[src/rtl/cache_rd_arbiter_pkg.sv]
// cache_rd_arbiter_pkg: shared state encodings, ARID/RRESP constants and the
// latched read-command payload for the cache read arbiter.
package cache_rd_arbiter_pkg;

   localparam int unsigned AXI_ADDR_W = 32;
   localparam int unsigned AXI_DATA_W = 32;
   localparam int unsigned AXI_LEN_W  = 8;

   typedef enum logic [1:0] {
      ST_IDLE = 2'd0,
      ST_AR   = 2'd1,
      ST_R    = 2'd2,
      ST_DONE = 2'd3
   } rd_state_e;

   typedef enum logic [1:0] {
      GNT_IC = 2'd0,
      GNT_DC = 2'd1,
      GNT_UC = 2'd2
   } rd_gnt_e;

   localparam int unsigned ARID_IC = 0;
   localparam int unsigned ARID_DC = 1;
   localparam int unsigned ARID_UC = 2;

   localparam logic [1:0] RRESP_OKAY   = 2'b00;
   localparam logic [2:0] ARSIZE_WORD  = 3'b010;
   localparam logic [1:0] ARBURST_INCR = 2'b01;

   // Command latched at grant time and held for the whole transaction.
   typedef struct packed {
      logic [AXI_ADDR_W-1:0] addr;
      logic [AXI_LEN_W-1:0]  len;
      rd_gnt_e               gnt;
   } rd_cmd_t;

   function automatic int unsigned gnt_to_arid(input rd_gnt_e gnt);
      case (gnt)
         GNT_DC:  return ARID_DC;
         GNT_UC:  return ARID_UC;
         default: return ARID_IC;
      endcase
   endfunction

endpackage

[src/rtl/cache_rd_arbiter_if.sv]
// cache_rd_arbiter_if: AXI read address + read data channels.
//   master modport: the arbiter (drives AR payload/valid and rready).
//   slave modport : the AXI memory side (drives arready and the R channel).
interface cache_rd_arbiter_if
   import cache_rd_arbiter_pkg::*;
#(
   parameter int unsigned ID_W = 4
) ();

   logic [ID_W-1:0]       arid;
   logic [AXI_ADDR_W-1:0] araddr;
   logic [AXI_LEN_W-1:0]  arlen;
   logic [2:0]            arsize;
   logic [1:0]            arburst;
   logic                  arvalid;
   logic                  arready;

   logic [ID_W-1:0]       rid;
   logic [AXI_DATA_W-1:0] rdata;
   logic [1:0]            rresp;
   logic                  rlast;
   logic                  rvalid;
   logic                  rready;

   modport master (
      output arid, araddr, arlen, arsize, arburst, arvalid, rready,
      input  arready, rid, rdata, rresp, rlast, rvalid
   );

   modport slave (
      input  arid, araddr, arlen, arsize, arburst, arvalid, rready,
      output arready, rid, rdata, rresp, rlast, rvalid
   );

endinterface

[src/rtl/cache_rd_arbiter_rd_line_buffer.sv]
// cache_rd_arbiter_rd_line_buffer (rd_line_buffer): beat-indexed 32-bit write
// port into a BEATS*32-bit line register with a synchronous clear.
//   clk, rst_n : clock, async active-low reset (line cleared)
//   clr_i      : synchronous clear of the whole line
//   we_i       : write word idx_i with wdata_i
//   line_o     : registered line, word k at [32k+31:32k]
module cache_rd_arbiter_rd_line_buffer #(
   parameter int unsigned BEATS = 8,
   parameter int unsigned IDX_W = (BEATS > 1) ? $clog2(BEATS) : 1
) (
   input  logic                  clk,
   input  logic                  rst_n,
   input  logic                  clr_i,
   input  logic                  we_i,
   input  logic [IDX_W-1:0]      idx_i,
   input  logic [31:0]           wdata_i,
   output logic [BEATS*32-1:0]   line_o
);

   logic [BEATS-1:0][31:0] line_q;

   // Word storage; unwritten words keep their previous contents.
   always_ff @(posedge clk or negedge rst_n) begin
      if (!rst_n) begin
         line_q <= '0;
      end else if (clr_i) begin
         line_q <= '0;
      end else if (we_i) begin
         line_q[idx_i] <= wdata_i;
      end
   end

   assign line_o = line_q;

endmodule

[src/rtl/cache_rd_arbiter.sv]
// cache_rd_arbiter: shares one AXI read channel between icache refill, dcache
// refill and (with RD_ARB_UNCACHED_EN defined) an uncached single-word port.
// Issues an 8-beat INCR burst per refill (1 beat uncached), assembles the
// line and pulses the granted requester's rend for one cycle.
//   clk, rst_n                 : clock, async active-low reset
//   ic_req_i/ic_addr_i/ic_rend_o : icache refill request/line address/done
//   dc_req_i/dc_addr_i/dc_rend_o : dcache refill request/line address/done
//   uc_req_i/uc_addr_i/uc_rend_o/uc_rdata_o : uncached port (RD_ARB_UNCACHED_EN)
//   line_rdata_o               : assembled line
//   rerr_o                     : error flag, valid with rend
//   busy_o                     : high outside IDLE
//   axi                        : AXI AR/R channels (master modport)
// All outputs are registered.
module cache_rd_arbiter
   import cache_rd_arbiter_pkg::*;
#(
   parameter int unsigned LINE_BEATS = 8,
   parameter int unsigned ID_W       = 4
) (
   input  logic                      clk,
   input  logic                      rst_n,
   input  logic                      ic_req_i,
   input  logic [31:0]               ic_addr_i,
   output logic                      ic_rend_o,
   input  logic                      dc_req_i,
   input  logic [31:0]               dc_addr_i,
   output logic                      dc_rend_o,
`ifdef RD_ARB_UNCACHED_EN
   input  logic                      uc_req_i,
   input  logic [31:0]               uc_addr_i,
   output logic                      uc_rend_o,
   output logic [31:0]               uc_rdata_o,
`endif
   output logic [LINE_BEATS*32-1:0]  line_rdata_o,
   output logic                      rerr_o,
   output logic                      busy_o,
   cache_rd_arbiter_if.master        axi
);

   localparam int unsigned IDX_W = (LINE_BEATS > 1) ? $clog2(LINE_BEATS) : 1;
   localparam logic [AXI_LEN_W-1:0] LEN_LINE = AXI_LEN_W'(LINE_BEATS - 1);

   rd_state_e            state_q;
   rd_cmd_t              cmd_q;
   logic                 last_dc_q;
   logic [AXI_LEN_W-1:0] beat_cnt_q;
   logic                 err_q;
   logic                 arvalid_q;
   logic                 rready_q;
   logic                 busy_q;
   logic                 ic_rend_q;
   logic                 dc_rend_q;
   logic                 rerr_q;
`ifdef RD_ARB_UNCACHED_EN
   logic                 uc_rend_q;
`endif

   logic                 req_any_d;
   rd_gnt_e              gnt_d;
   logic [31:0]          addr_d;
   logic [AXI_LEN_W-1:0] len_d;

   logic                 beat_final;
   logic                 beat_bad;
   logic                 buf_we;
   logic [LINE_BEATS*32-1:0] line_buf;

   // Arbitration: uncached first, then icache/dcache round-robin on ties.
   always_comb begin
      req_any_d = ic_req_i | dc_req_i;
      gnt_d     = GNT_DC;
      if (ic_req_i && dc_req_i) begin
         gnt_d = last_dc_q ? GNT_IC : GNT_DC;
      end else if (ic_req_i) begin
         gnt_d = GNT_IC;
      end
`ifdef RD_ARB_UNCACHED_EN
      if (uc_req_i) begin
         req_any_d = 1'b1;
         gnt_d     = GNT_UC;
      end
`endif
   end

   // Command payload for the winner.
   always_comb begin
      addr_d = (gnt_d == GNT_IC) ? ic_addr_i : dc_addr_i;
      len_d  = LEN_LINE;
`ifdef RD_ARB_UNCACHED_EN
      if (gnt_d == GNT_UC) begin
         addr_d = uc_addr_i;
         len_d  = '0;
      end
`endif
   end

   // A beat is bad on a non-OKAY response or when rlast disagrees with the
   // expected final beat (early rlast or missing rlast).
   assign beat_final = (beat_cnt_q == cmd_q.len);
   assign beat_bad   = (axi.rresp != RRESP_OKAY) | (axi.rlast != beat_final);
   assign buf_we     = (state_q == ST_R) & axi.rvalid;

   // Read FSM with registered outputs.
   always_ff @(posedge clk or negedge rst_n) begin
      if (!rst_n) begin
         state_q    <= ST_IDLE;
         cmd_q      <= '0;
         last_dc_q  <= 1'b1;
         beat_cnt_q <= '0;
         err_q      <= 1'b0;
         arvalid_q  <= 1'b0;
         rready_q   <= 1'b0;
         busy_q     <= 1'b0;
         ic_rend_q  <= 1'b0;
         dc_rend_q  <= 1'b0;
         rerr_q     <= 1'b0;
`ifdef RD_ARB_UNCACHED_EN
         uc_rend_q  <= 1'b0;
`endif
      end else begin
         ic_rend_q <= 1'b0;
         dc_rend_q <= 1'b0;
         rerr_q    <= 1'b0;
`ifdef RD_ARB_UNCACHED_EN
         uc_rend_q <= 1'b0;
`endif
         case (state_q)
            ST_IDLE: begin
               if (req_any_d) begin
                  cmd_q.addr <= addr_d;
                  cmd_q.len  <= len_d;
                  cmd_q.gnt  <= gnt_d;
                  arvalid_q  <= 1'b1;
                  busy_q     <= 1'b1;
                  state_q    <= ST_AR;
               end
            end
            ST_AR: begin
               if (axi.arready) begin
                  arvalid_q  <= 1'b0;
                  rready_q   <= 1'b1;
                  beat_cnt_q <= '0;
                  err_q      <= 1'b0;
                  state_q    <= ST_R;
               end
            end
            ST_R: begin
               if (axi.rvalid) begin
                  beat_cnt_q <= beat_cnt_q + AXI_LEN_W'(1);
                  if (beat_bad) begin
                     err_q <= 1'b1;
                  end
                  if (axi.rlast || beat_final) begin
                     rready_q  <= 1'b0;
                     rerr_q    <= err_q | beat_bad;
                     ic_rend_q <= (cmd_q.gnt == GNT_IC);
                     dc_rend_q <= (cmd_q.gnt == GNT_DC);
`ifdef RD_ARB_UNCACHED_EN
                     uc_rend_q <= (cmd_q.gnt == GNT_UC);
`endif
                     state_q   <= ST_DONE;
                  end
               end
            end
            ST_DONE: begin
               if (cmd_q.gnt != GNT_UC) begin
                  last_dc_q <= (cmd_q.gnt == GNT_DC);
               end
               busy_q  <= 1'b0;
               state_q <= ST_IDLE;
            end
            default: begin
               state_q <= ST_IDLE;
            end
         endcase
      end
   end

   // Words persist across bursts, so a short burst leaves stale upper words.
   cache_rd_arbiter_rd_line_buffer #(
      .BEATS (LINE_BEATS),
      .IDX_W (IDX_W)
   ) u_line_buf (
      .clk     (clk),
      .rst_n   (rst_n),
      .clr_i   (1'b0),
      .we_i    (buf_we),
      .idx_i   (beat_cnt_q[IDX_W-1:0]),
      .wdata_i (axi.rdata),
      .line_o  (line_buf)
   );

   assign axi.arid    = ID_W'(gnt_to_arid(cmd_q.gnt));
   assign axi.araddr  = cmd_q.addr;
   assign axi.arlen   = cmd_q.len;
   assign axi.arsize  = ARSIZE_WORD;
   assign axi.arburst = ARBURST_INCR;
   assign axi.arvalid = arvalid_q;
   assign axi.rready  = rready_q;

   assign ic_rend_o    = ic_rend_q;
   assign dc_rend_o    = dc_rend_q;
   assign rerr_o       = rerr_q;
   assign busy_o       = busy_q;
   assign line_rdata_o = line_buf;
`ifdef RD_ARB_UNCACHED_EN
   assign uc_rend_o    = uc_rend_q;
   assign uc_rdata_o   = line_buf[31:0];
`endif

   // Only one read is ever outstanding, so the returned ID carries no information.
   logic unused_rid;
   assign unused_rid = ^axi.rid;

endmodule

[src/flat_wrapper.sv]
// flat-port wrapper written by rule: the top's interface ports become plain ports
module cache_rd_arbiter_flat import cache_rd_arbiter_pkg::*;
#(
   parameter int unsigned LINE_BEATS = 8,
   parameter int unsigned ID_W       = 4
)
  (clk, rst_n, ic_req_i, ic_addr_i, ic_rend_o, dc_req_i, dc_addr_i, dc_rend_o, line_rdata_o, rerr_o, busy_o, axi_arid, axi_araddr, axi_arlen, axi_arsize, axi_arburst, axi_arvalid, axi_rready, axi_arready, axi_rid, axi_rdata, axi_rresp, axi_rlast, axi_rvalid);
  cache_rd_arbiter_if #(.ID_W(ID_W)) axi_i ();
  input  logic clk;
  input  logic rst_n;
  input  logic ic_req_i;
  input  logic [31:0] ic_addr_i;
  output logic ic_rend_o;
  input  logic dc_req_i;
  input  logic [31:0] dc_addr_i;
  output logic dc_rend_o;
  output logic [LINE_BEATS*32-1:0] line_rdata_o;
  output logic rerr_o;
  output logic busy_o;
  output wire logic [$bits(axi_i.arid)-1:0] axi_arid;
  output wire logic [$bits(axi_i.araddr)-1:0] axi_araddr;
  output wire logic [$bits(axi_i.arlen)-1:0] axi_arlen;
  output wire logic [$bits(axi_i.arsize)-1:0] axi_arsize;
  output wire logic [$bits(axi_i.arburst)-1:0] axi_arburst;
  output wire logic [$bits(axi_i.arvalid)-1:0] axi_arvalid;
  output wire logic [$bits(axi_i.rready)-1:0] axi_rready;
  input wire logic [$bits(axi_i.arready)-1:0] axi_arready;
  input wire logic [$bits(axi_i.rid)-1:0] axi_rid;
  input wire logic [$bits(axi_i.rdata)-1:0] axi_rdata;
  input wire logic [$bits(axi_i.rresp)-1:0] axi_rresp;
  input wire logic [$bits(axi_i.rlast)-1:0] axi_rlast;
  input wire logic [$bits(axi_i.rvalid)-1:0] axi_rvalid;
  assign axi_arid = axi_i.arid;
  assign axi_araddr = axi_i.araddr;
  assign axi_arlen = axi_i.arlen;
  assign axi_arsize = axi_i.arsize;
  assign axi_arburst = axi_i.arburst;
  assign axi_arvalid = axi_i.arvalid;
  assign axi_rready = axi_i.rready;
  assign axi_i.arready = axi_arready;
  assign axi_i.rid = axi_rid;
  assign axi_i.rdata = axi_rdata;
  assign axi_i.rresp = axi_rresp;
  assign axi_i.rlast = axi_rlast;
  assign axi_i.rvalid = axi_rvalid;
  cache_rd_arbiter #(.LINE_BEATS(LINE_BEATS), .ID_W(ID_W)) u_core (.clk(clk), .rst_n(rst_n), .ic_req_i(ic_req_i), .ic_addr_i(ic_addr_i), .ic_rend_o(ic_rend_o), .dc_req_i(dc_req_i), .dc_addr_i(dc_addr_i), .dc_rend_o(dc_rend_o), .line_rdata_o(line_rdata_o), .rerr_o(rerr_o), .busy_o(busy_o), .axi(axi_i));
endmodule
[config.mk]
export PLATFORM = sky130hd
export DESIGN_NAME = cache_rd_arbiter_flat
export DESIGN_NICKNAME = d
export VERILOG_FILES = /design/src/rtl/cache_rd_arbiter_pkg.sv /design/src/rtl/cache_rd_arbiter_if.sv /design/src/rtl/cache_rd_arbiter_rd_line_buffer.sv /design/src/rtl/cache_rd_arbiter.sv /design/src/flat_wrapper.sv
export SDC_FILE = /design/constraint.sdc
export NUM_CORES = 1
export LEC_CHECK = 0
export BUFFER_PORTS_ARGS = -buffer_cell sky130_fd_sc_hd__buf_2
export CELL_PAD_IN_SITES_DETAIL_PLACEMENT = 0
export CELL_PAD_IN_SITES_GLOBAL_PLACEMENT = 1
export CORE_UTILIZATION = 40
export DETAILED_ROUTE_END_ITERATION = 7
export PLACE_DENSITY_LB_ADDON = 0.2
export SLEW_MARGIN = 25
export SYNTH_ARGS = -nofsm -noshare
export SYNTH_HDL_FRONTEND = slang
export SYNTH_SLANG_ARGS = --single-unit
[constraint.sdc]
create_clock -name clk -period 3.4 [get_ports clk]
set_clock_uncertainty 0.15 [all_clocks]
set_input_delay 0.51 -clock clk [delete_from_list [all_inputs] [get_ports clk]]
set_output_delay 0.51 -clock clk [all_outputs]
set_load 0.02 [all_outputs]
Word level (Yosys, flattened, before mapping):

Cells that the tools add are included.

* bits in registers: 309
* bits of input ports: 109
* output and inout port bits: 311

* add/subtract/negate cells: 1
* order comparisons: 2
* eq/ne operators: 13
* multiplexer cells: 36
* bitwise gates (word level): 4
* reductions and logical operators: 18

Operator list (count)
* $bwmux 256: 1
* $demux 32 s3: 1
* $mux 32: 2
* $mux 1: 18
* $mux 8: 2
* $pmux 8 s2: 1
* $reduce_and 4->1: 3
* $mux 2: 5
* $add 8x1->8 const B: 1
* $eq 8x3->1: 1
* $ne 2x2->1 const B: 4
* $pmux 1 s2: 4
* $pmux 2 s4: 1
* $reduce_bool 2->1: 4
* $eq 2x2->1 const B: 3
* $logic_not 2->1: 3
* $reduce_and 2->1: 3
* $reduce_and 3->1: 2
* $eq 2x1->1 const B: 2
* $lt 3x4->1 const B: 1
* $ne 2x1->1 const B: 2
* $pmux 2 s2: 1
* $ge 3x1->1 const B: 1
* $or 1x1->1: 3
* other kinds (4): 5

Logic depth before layout (Yosys ltp):

Gate-level depths: netlist (run 1).

* depth after elaboration: 7
* gate-level depth with buffers: 8

Hierarchy:

A second synthesis (run 1) with hierarchy kept.

* cell total of the unflattened synthesis: 1172
* area, all modules: 13969.6 um^2

By module, submodules not included
* cache_rd_arbiter_rd_line_buffer: times used 1, cells an instance 908, area an instance 11328.4 um^2, seq. area each 6406.1 um^2
* cache_rd_arbiter: times used 1, cells an instance 264, area an instance 2641.3 um^2, seq. area each 1302.5 um^2

Worst setup path before layout (run 1):

OpenSTA, ideal clock, no wires.

* path type: flip-flop to flip-flop
* from: register u_core.beat_cnt_q[1]
* to: register u_core.state_q[1]
* library setup time: 0.125 ns
* arrival time: 2.300 ns
* data required time: 3.125 ns
* path slack: 0.825 ns
* cell stages (with the launch flop): 9
* path through: dfrtp_1 -> buf_2 -> or4_1 -> a211o_1 -> ha_1 -> nor2b_1 -> o21ai_0 -> nor2b_1 -> mux2_2

* longest elaborated chain between the ends: 4

RTL lines
* start: declaration: RTL line cache_rd_arbiter.sv:46 `logic [AXI_LEN_W-1:0] beat_cnt_q;`
* start signal: assignment: RTL line cache_rd_arbiter.sv:149 `beat_cnt_q <= beat_cnt_q + AXI_LEN_W'(1);`
* $eq 8x3->1: RTL line cache_rd_arbiter.sv:99 `assign beat_final = (beat_cnt_q == cmd_q.len);`
* $logic_or 1x1->1: RTL line cache_rd_arbiter.sv:153 `if (axi.rlast || beat_final) begin`
* $ne 2x2->1 (no line)
* $reduce_and 4->1 (no line)
* end signal: assignment: RTL line cache_rd_arbiter.sv:106 `state_q <= ST_IDLE;`
* end signal: assignment: RTL line cache_rd_arbiter.sv:161 `state_q <= ST_DONE;`
* end signal: assignment: RTL line cache_rd_arbiter.sv:170 `state_q <= ST_IDLE;`
* end: declaration: RTL line cache_rd_arbiter.sv:43 `rd_state_e state_q;`

No other way between the ends.
A chain may end at the register's enable or synchronous reset.

Worst setup path after layout (run 1):

Ends and elaborated chain as after synthesis.

==> results of run 1 <==
==> cells in the mapped netlist (all sizes together) <==
library cell / n
nand3: 5
buf: 49
or3: 1
o211a: 1
conb: 2
dfrtp: 307
nor3: 5
nand4: 2
dfstp: 1
a22o: 1
nor4: 4
nor2b: 4
mux2: 258
nor3b: 1
inv: 8
and3: 1
xnor2: 4
nand2: 42
nand2b: 3
a211o: 1
mux2i: 35
ha: 7
o21a: 1
clkbuf: 7
o21ai: 43
or4: 2
nor2: 17
or3b: 1
a21oi: 5
nand3b: 1
a31oi: 1
==> cells by family (layout without fill, tap and decap cells) <==
family	count (synthesis)	after routing	share of synthesized area
flip-flops	308	308	0.621
multiplexers	293	293	0.262
AND/OR/NAND/NOR	89	89	0.0433
buffers and inverters	64	497	0.0402
AO/OA/AOI/OAI	53	53	0.0230
adder cells (fa/ha/maj)	7	7	0.00705
XOR/XNOR	4	4	0.00282
other	2	16	0.000605
==> cell usage in the layout (no fill, tap or decap), types with 3 or more instances in the layout <==
cell type	instances
a21oi_1	5
buf_12	4
buf_2	401
buf_4	19
clkbuf_1	7
clkbuf_16	36
clkbuf_8	9
clkinv_2	7
conb_1	13
dfrtp_1	307
diode_2	3
ha_1	7
inv_1	8
mux2_1	16
mux2_2	242
mux2i_1	35
nand2_1	41
nand3_1	4
nor2_1	13
nor2_4	4
nor2b_1	4
nor3_1	3
o21ai_0	41
xnor2_1	4
==> metal layers <==
layer,GRT usage,up-vias
met4,0.0487,0
met5,0,-
met1,0.254,4002
li1,-,3705
met2,0.329,298
met3,0.0644,40
==> flip-flops by register name, indices dropped and copies added, names as in the netlist <==
register                  count
u_core.axi.rready             1
u_core.ic_rend_o              1
u_core.last_dc_q              1
u_core.state_q                2
u_core.err_q                  1
u_core.rerr_o                 1
u_core.axi.arvalid            1
u_core.beat_cnt_q             8
u_core.dc_rend_o              1
u_core.cmd_q                  1
u_core.u_line_buf.line_o    256
u_core.busy_o                 1
u_core.axi.arlen              1
u_core.axi.araddr            32
==> area by class of cell <==
type,count,area [µm²],share of cell area
Tap cell,396,495,0.0311
Clock buffer,52,1050,0.0660
Sequential cell,308,7710,0.484
Inverter,8,30.0,0.00189
Timing Repair Buffer,426,2250,0.142
Multi-Input combinational cell,459,4270,0.268
Clock inverter,11,97.6,0.00613
Antenna cell,3,7.51,0.000472
==> metrics by stage <==
stage / instances / total power (µW)
6_report: 1663 / 14600
5_1_grt: 1660 / 15500
4_1_cts: 1660 / 14800
3_5_place_dp: 1596 / 11000
3_3_place_gp: 1596 / 10900
2_1_floorplan: 831 / 9020
==> critical path, cell delays in order, from the launching register on <==
cell	delay, ns
dfrtp_1	0.52
or4_1	0.55
a211o_1	0.32
ha_1	0.18
nor2b_1	0.24
o21ai_0	0.15
nor2b_1	0.22
mux2_2	0.36
==> final timing paths <==
path | endpoint | slack [ns] | cells after the start
worst max-delay path | u_core.state_q[1] | 0.62 | 7
worst min-delay path | u_core.axi.araddr[10] | 0.13 | 3
worst max register to register | u_core.state_q[1] | 0.62 | 7
worst min register to register | u_core.u_line_buf.line_o[178] | 0.33 | 1
max in group asynchronous | u_core.axi.araddr[27] | 1.70 | 4
min in group asynchronous | u_core.u_line_buf.line_o[66] | 0.43 | 2
==> power by group through the flow <==
stage	clock network (µW)	registers [µW]	logic [µW]
floorplan	0	7180	1840
global placement	0	5610	5310
detailed placement	0	5660	5380
CTS	3830	5610	5380
global route	3990	5790	5680
finish	3700	5600	5310
==> flow_metrics.py, run 1 <==
metrics = {
    "outcome": {
        "status": "finished clean",
    },
    "sta": {
        "maxSlewViolCount": 0,
        "fin_crit_ns": 2.78,
        "max_slew.worst_pin.slew_ns": 0.820,
        "fin_crit_sh": 0.818,
        "rsz0062_at_grt": "no",
        "final.setup.tns_ns": 0,
        "postLayoutSetupSlackWorst_ns": 0.618,
        "relSlewSlack": 0.452,
        "hold_violations": 0,
        "whs_ns": 0.132,
        "setup_viol": 0,
        "max_freq_mhz": 359,
    },
    "power_and_ir_drop": {
        "intPower_uw": 9240,
        "netSwitchingFraction": 0.368,
        "p_switching_uw": 5380,
        "leakage_uw": 0.00858,
        "powerDensity_nw_per_um2": 918,
        "vdd_drop_max_mv": 0.420,
        "clock_power_share": 0.253,
        "pwr-share-seq": 0.384,
        "combPwrFrac": 0.363,
    },
    "run": {
        "drv_cap": 0,
    },
    "synth": {
        "synth_top_area_share": 0.619,
        "yosys_warnings": 0,
        "synthCells": 820,
        "synth_seq_cells": 308,
        "synth_largest_area_cell": "dfrtp_1",
        "synth_cell_types": 41,
        "yosysSeqAreaShare": 0.621,
        "syn_area_um2": 12400,
        "synth.area.top_cells": "dfrtp_1 (62%), mux2_2 (22%), mux2i_1 (2.8%), buf_6 (2.0%), o21ai_0 (1.7%)",
        "synth_area_per_cell_um2": 15.1,
    },
    "global_route": {
        "grt_pass1_vias": 7843,
        "grt_overflow": 0,
        "grt_use_total": 0.200,
        "antenna_found_initial": 2,
        "grt_max_degree": 76,
        "grt_pass1_wl_mm": 47.9,
    },
    "route": {
        "routedWlPerCell_um": 19.4,
        "wl_met3_mm": 2.80,
        "drt_wl_total_mm": 32.2,
        "drtIter0Drc": 274,
        "drtAntennaViolNets": 0,
        "firstDrtPassIters": 4,
        "vias_per_cell": 4.84,
        "maxUsedRoutingLayer": "met4",
        "wl_met2_mm": 15.5,
        "dr_total_vias": 8045,
        "wl_met1_mm": 13.4,
        "route.detailed.drc": 0,
    },
    "placement": {
        "pre_cts_slack_ns": 0.594,
        "port_buffers": 402,
        "place_congestion": 0.741,
        "dp_hpwl_mm": 22.2,
        "place_area_um2": 14700,
    },
    "worst_setup_path": {
        "startpoint_type": "flop",
        "startpoint": "u_core.beat_cnt_q[1]",
        "r2r-start": "u_core.beat_cnt_q[1]",
        "cp.arrival_ns": 3.03,
        "crit_path_end_kind": "flop",
        "worst-setup-path-type": "reg -> reg",
        "crit_required_ns": 3.65,
        "critPathMaxFanout": 10,
    },
    "clocking": {
        "path_clk_slew_ns": 0.06,
        "cts.sinks": 308,
        "clock_latency_ns": 0.51,
        "postCtsHoldBufs": 1,
        "clockBufferDepth": 3,
        "cts_root_buf": "clkbuf_16",
        "post_cts_buffers": 0,
        "cts_repair_resize_count": 0,
        "cts_tree": "yes",
        "cts_buffers": 35,
        "h-tree-depth": 2,
    },
    "cells_and_area": {
        "drive_gt1_frac": 0.585,
        "areaGrowthSynthToFinish_pct": 28.2,
        "fill_cells": 2716,
        "final_area_um2": 15900,
        "utilization": 0.520,
        "fin_nets": 1354,
    },
    "die": {
        "die-area_um2": 31800,
        "die_x_um": 178,
        "initial_core_util": 0.406,
        "die_h_um": 178,
        "core_area_um2": 30600,
        "rows": 64,
        "ioPinCount": 420,
    },
    "hold_path": {
        "min-delay-start": "ic_addr_i[10]",
        "hold_path_class": "in -> reg",
    },
}
(Power assumes the default switching activity.)
==> run 2: changes to the inputs <==
clock period = 2.7 ns   (was 3.4 ns; I/O delays follow)
==> run 2 against run 1 <==
Via count increased by 0.11%. Register-to-register slack got worse by 0.42 ns. Design area increased by 0.58%. Worst setup slack got worse by 0.42 ns. Critical endpoint unchanged. Largest cell class unchanged.
==> flow_metrics.py, run 2 (synthesis gave the netlist of run 1 again) <==
metrics = {
    "placement": {
        "dp_hpwl_mm": 22.7,
        "place_congestion": 0.749,
        "place_area_um2": 14900,
        "port_buffers": 402,
    },
    "clocking": {
        "cts_tree": "yes",
        "h-tree-depth": 2,
        "cts_buffers": 35,
        "cts_root_buf": "clkbuf_16",
        "post_cts_buffers": 0,
        "path_clk_slew_ns": 0.06,
        "cts.sinks": 308,
        "cts_repair_resize_count": 0,
        "postCtsHoldBufs": 1,
        "clock_latency_ns": 0.50,
        "clockBufferDepth": 3,
    },
    "cells_and_area": {
        "drive_gt1_frac": 0.584,
        "multi_input_area_um2": 4270,
        "fin_nets": 1364,
        "largest_register_ffs": 256,
        "seq_area_um2": 7710,
        "fill_cells": 2688,
        "layout_commonest_cell": "buf_2",
        "areaGrowthSynthToFinish_pct": 28.9,
        "final_area_um2": 16000,
        "final_cell_mix": "buf_2 (401), dfrtp_1 (307), mux2_2 (242)",
    },
    "global_route": {
        "grt_max_degree": 68,
        "antenna_found_initial": 2,
        "grt_overflow": 0,
        "grt_use_total": 0.202,
        "grt_pass1_vias": 8155,
        "grt_pass1_wl_mm": 48.6,
    },
    "worst_setup_path": {
        "critPathMaxFanout": 2,
        "crit_path_end_kind": "flop",
        "reg2reg_slack_ns": 0.20,
        "path_cells": "or4_1 > a211o_1 > ha_1 > nor2b_1 > o21ai_0 > nor2b_1 > mux2_2",
        "cp_slowest_stage_delay_ns": 0.53,
        "startpoint_type": "flop",
        "crit_top_cell": "nor2b_1",
        "cp.arrival_ns": 2.73,
        "slowest_stage": "or4_1",
        "worst-setup-path-type": "reg -> reg",
        "crit_required_ns": 2.93,
    },
    "route": {
        "route.detailed.drc": 0,
        "dr_total_vias": 8054,
        "firstDrtPassIters": 4,
        "routedWlPerCell_um": 19.3,
        "vias_per_cell": 4.83,
        "drtAntennaViolNets": 0,
        "drt_wl_total_mm": 32.2,
        "drtIter0Drc": 269,
    },
    "power_and_ir_drop": {
        "powerDensity_nw_per_um2": 1140,
        "netSwitchingFraction": 0.368,
        "combPwrFrac": 0.370,
        "p_switching_uw": 6730,
        "leakage_uw": 0.00862,
        "clock_power_share": 0.246,
        "pwr-share-seq": 0.384,
        "intPower_uw": 11600,
        "vdd_drop_max_mv": 0.496,
    },
    "die": {
        "die-area_um2": 31800,
        "initial_core_util": 0.406,
        "die_x_um": 178,
        "rows": 64,
        "core_area_um2": 30600,
        "ioPinCount": 420,
        "die_h_um": 178,
    },
    "run": {
        "drv_cap": 0,
    },
    "sta": {
        "rsz0062_at_grt": "no",
        "final.setup.tns_ns": 0,
        "fin_crit_ns": 2.50,
        "hold_violations": 0,
        "setup_viol": 0,
        "fin_crit_sh": 0.925,
        "whs_ns": 0.0350,
        "relSlewSlack": 0.606,
        "maxSlewViolCount": 0,
        "max_freq_mhz": 400,
        "max_slew.worst_pin.slew_ns": 0.590,
    },
    "outcome": {
        "status": "finished clean",
    },
    "hold_path": {
        "hold_path_class": "in -> reg",
    },
}
-- run 2: cell count changes in the layout (fill, tap and decap cells not counted), sizes merged --
| cell | change |
|---|---|
| buf | +10 |
| clkinv | -6 |
| clkbuf | +4 |
| diode | -2 |
| bufinv | -1 |
| clkinvlp | -1 |
-- run 2: worst max-delay path: cells and delay by family (launching register included) --
kind	cells	cell delay (ns)
multiplexers	1	0.36
flip-flops	1	0.38
AO/OA/AOI/OAI	2	0.42
adder cells (fa/ha/maj)	1	0.18
AND/OR/NAND/NOR	3	0.90
-- run 2: power by group through the flow --
stage,registers [µW],clock network [µW],logic [µW]
global route,7250,4810,7300
detailed placement,7100,0,6870
global placement,7030,0,6800
floorplan,9040,0,2320
CTS,7050,4630,6870
finish,7030,4500,6770
-- run 2: through the flow --
step / power [µW] / instances / util / setup slack [ns]
floorplan: 11400 / 831 / - / 0.125
global placement: 13800 / 1606 / 0.487 / 0.206
detailed placement: 14000 / 1606 / 0.487 / 0.186
CTS: 18500 / 1666 / 0.523 / 0.174
global route: 19400 / 1666 / 0.523 / 0.0247
finish: 18300 / 1667 / 0.523 / 0.201
-- run 2: area by class of cell --
type                       count  share of cell area
timing repair buffer         436               0.150
clock buffer                  56              0.0666
multi-input combinational    459               0.267
inverter                       8             0.00188
antenna                        1            0.000156
sequential                   308               0.482
clock inverter                 3             0.00188
tap                          396              0.0310
-- run 2: final timing paths --
path,start,endpoint,cells past startpoint
worst min-delay path,ic_addr_i[1],u_core.axi.araddr[1],3
max in group asynchronous,rst_n,u_core.last_dc_q,3
worst max register to register,u_core.beat_cnt_q[0],u_core.state_q[1],7
min in group asynchronous,rst_n,u_core.u_line_buf.line_o[74],2
worst max-delay path,u_core.beat_cnt_q[0],u_core.state_q[1],7
worst min register to register,u_core.axi.araddr[25],u_core.axi.araddr[25],2
-- run 2: per-layer routing --
layer,track usage,wire [µm]
met1,0.263,13900
met2,0.334,15100
met3,0.0543,2570
met4,0.0501,678
met5,0,0
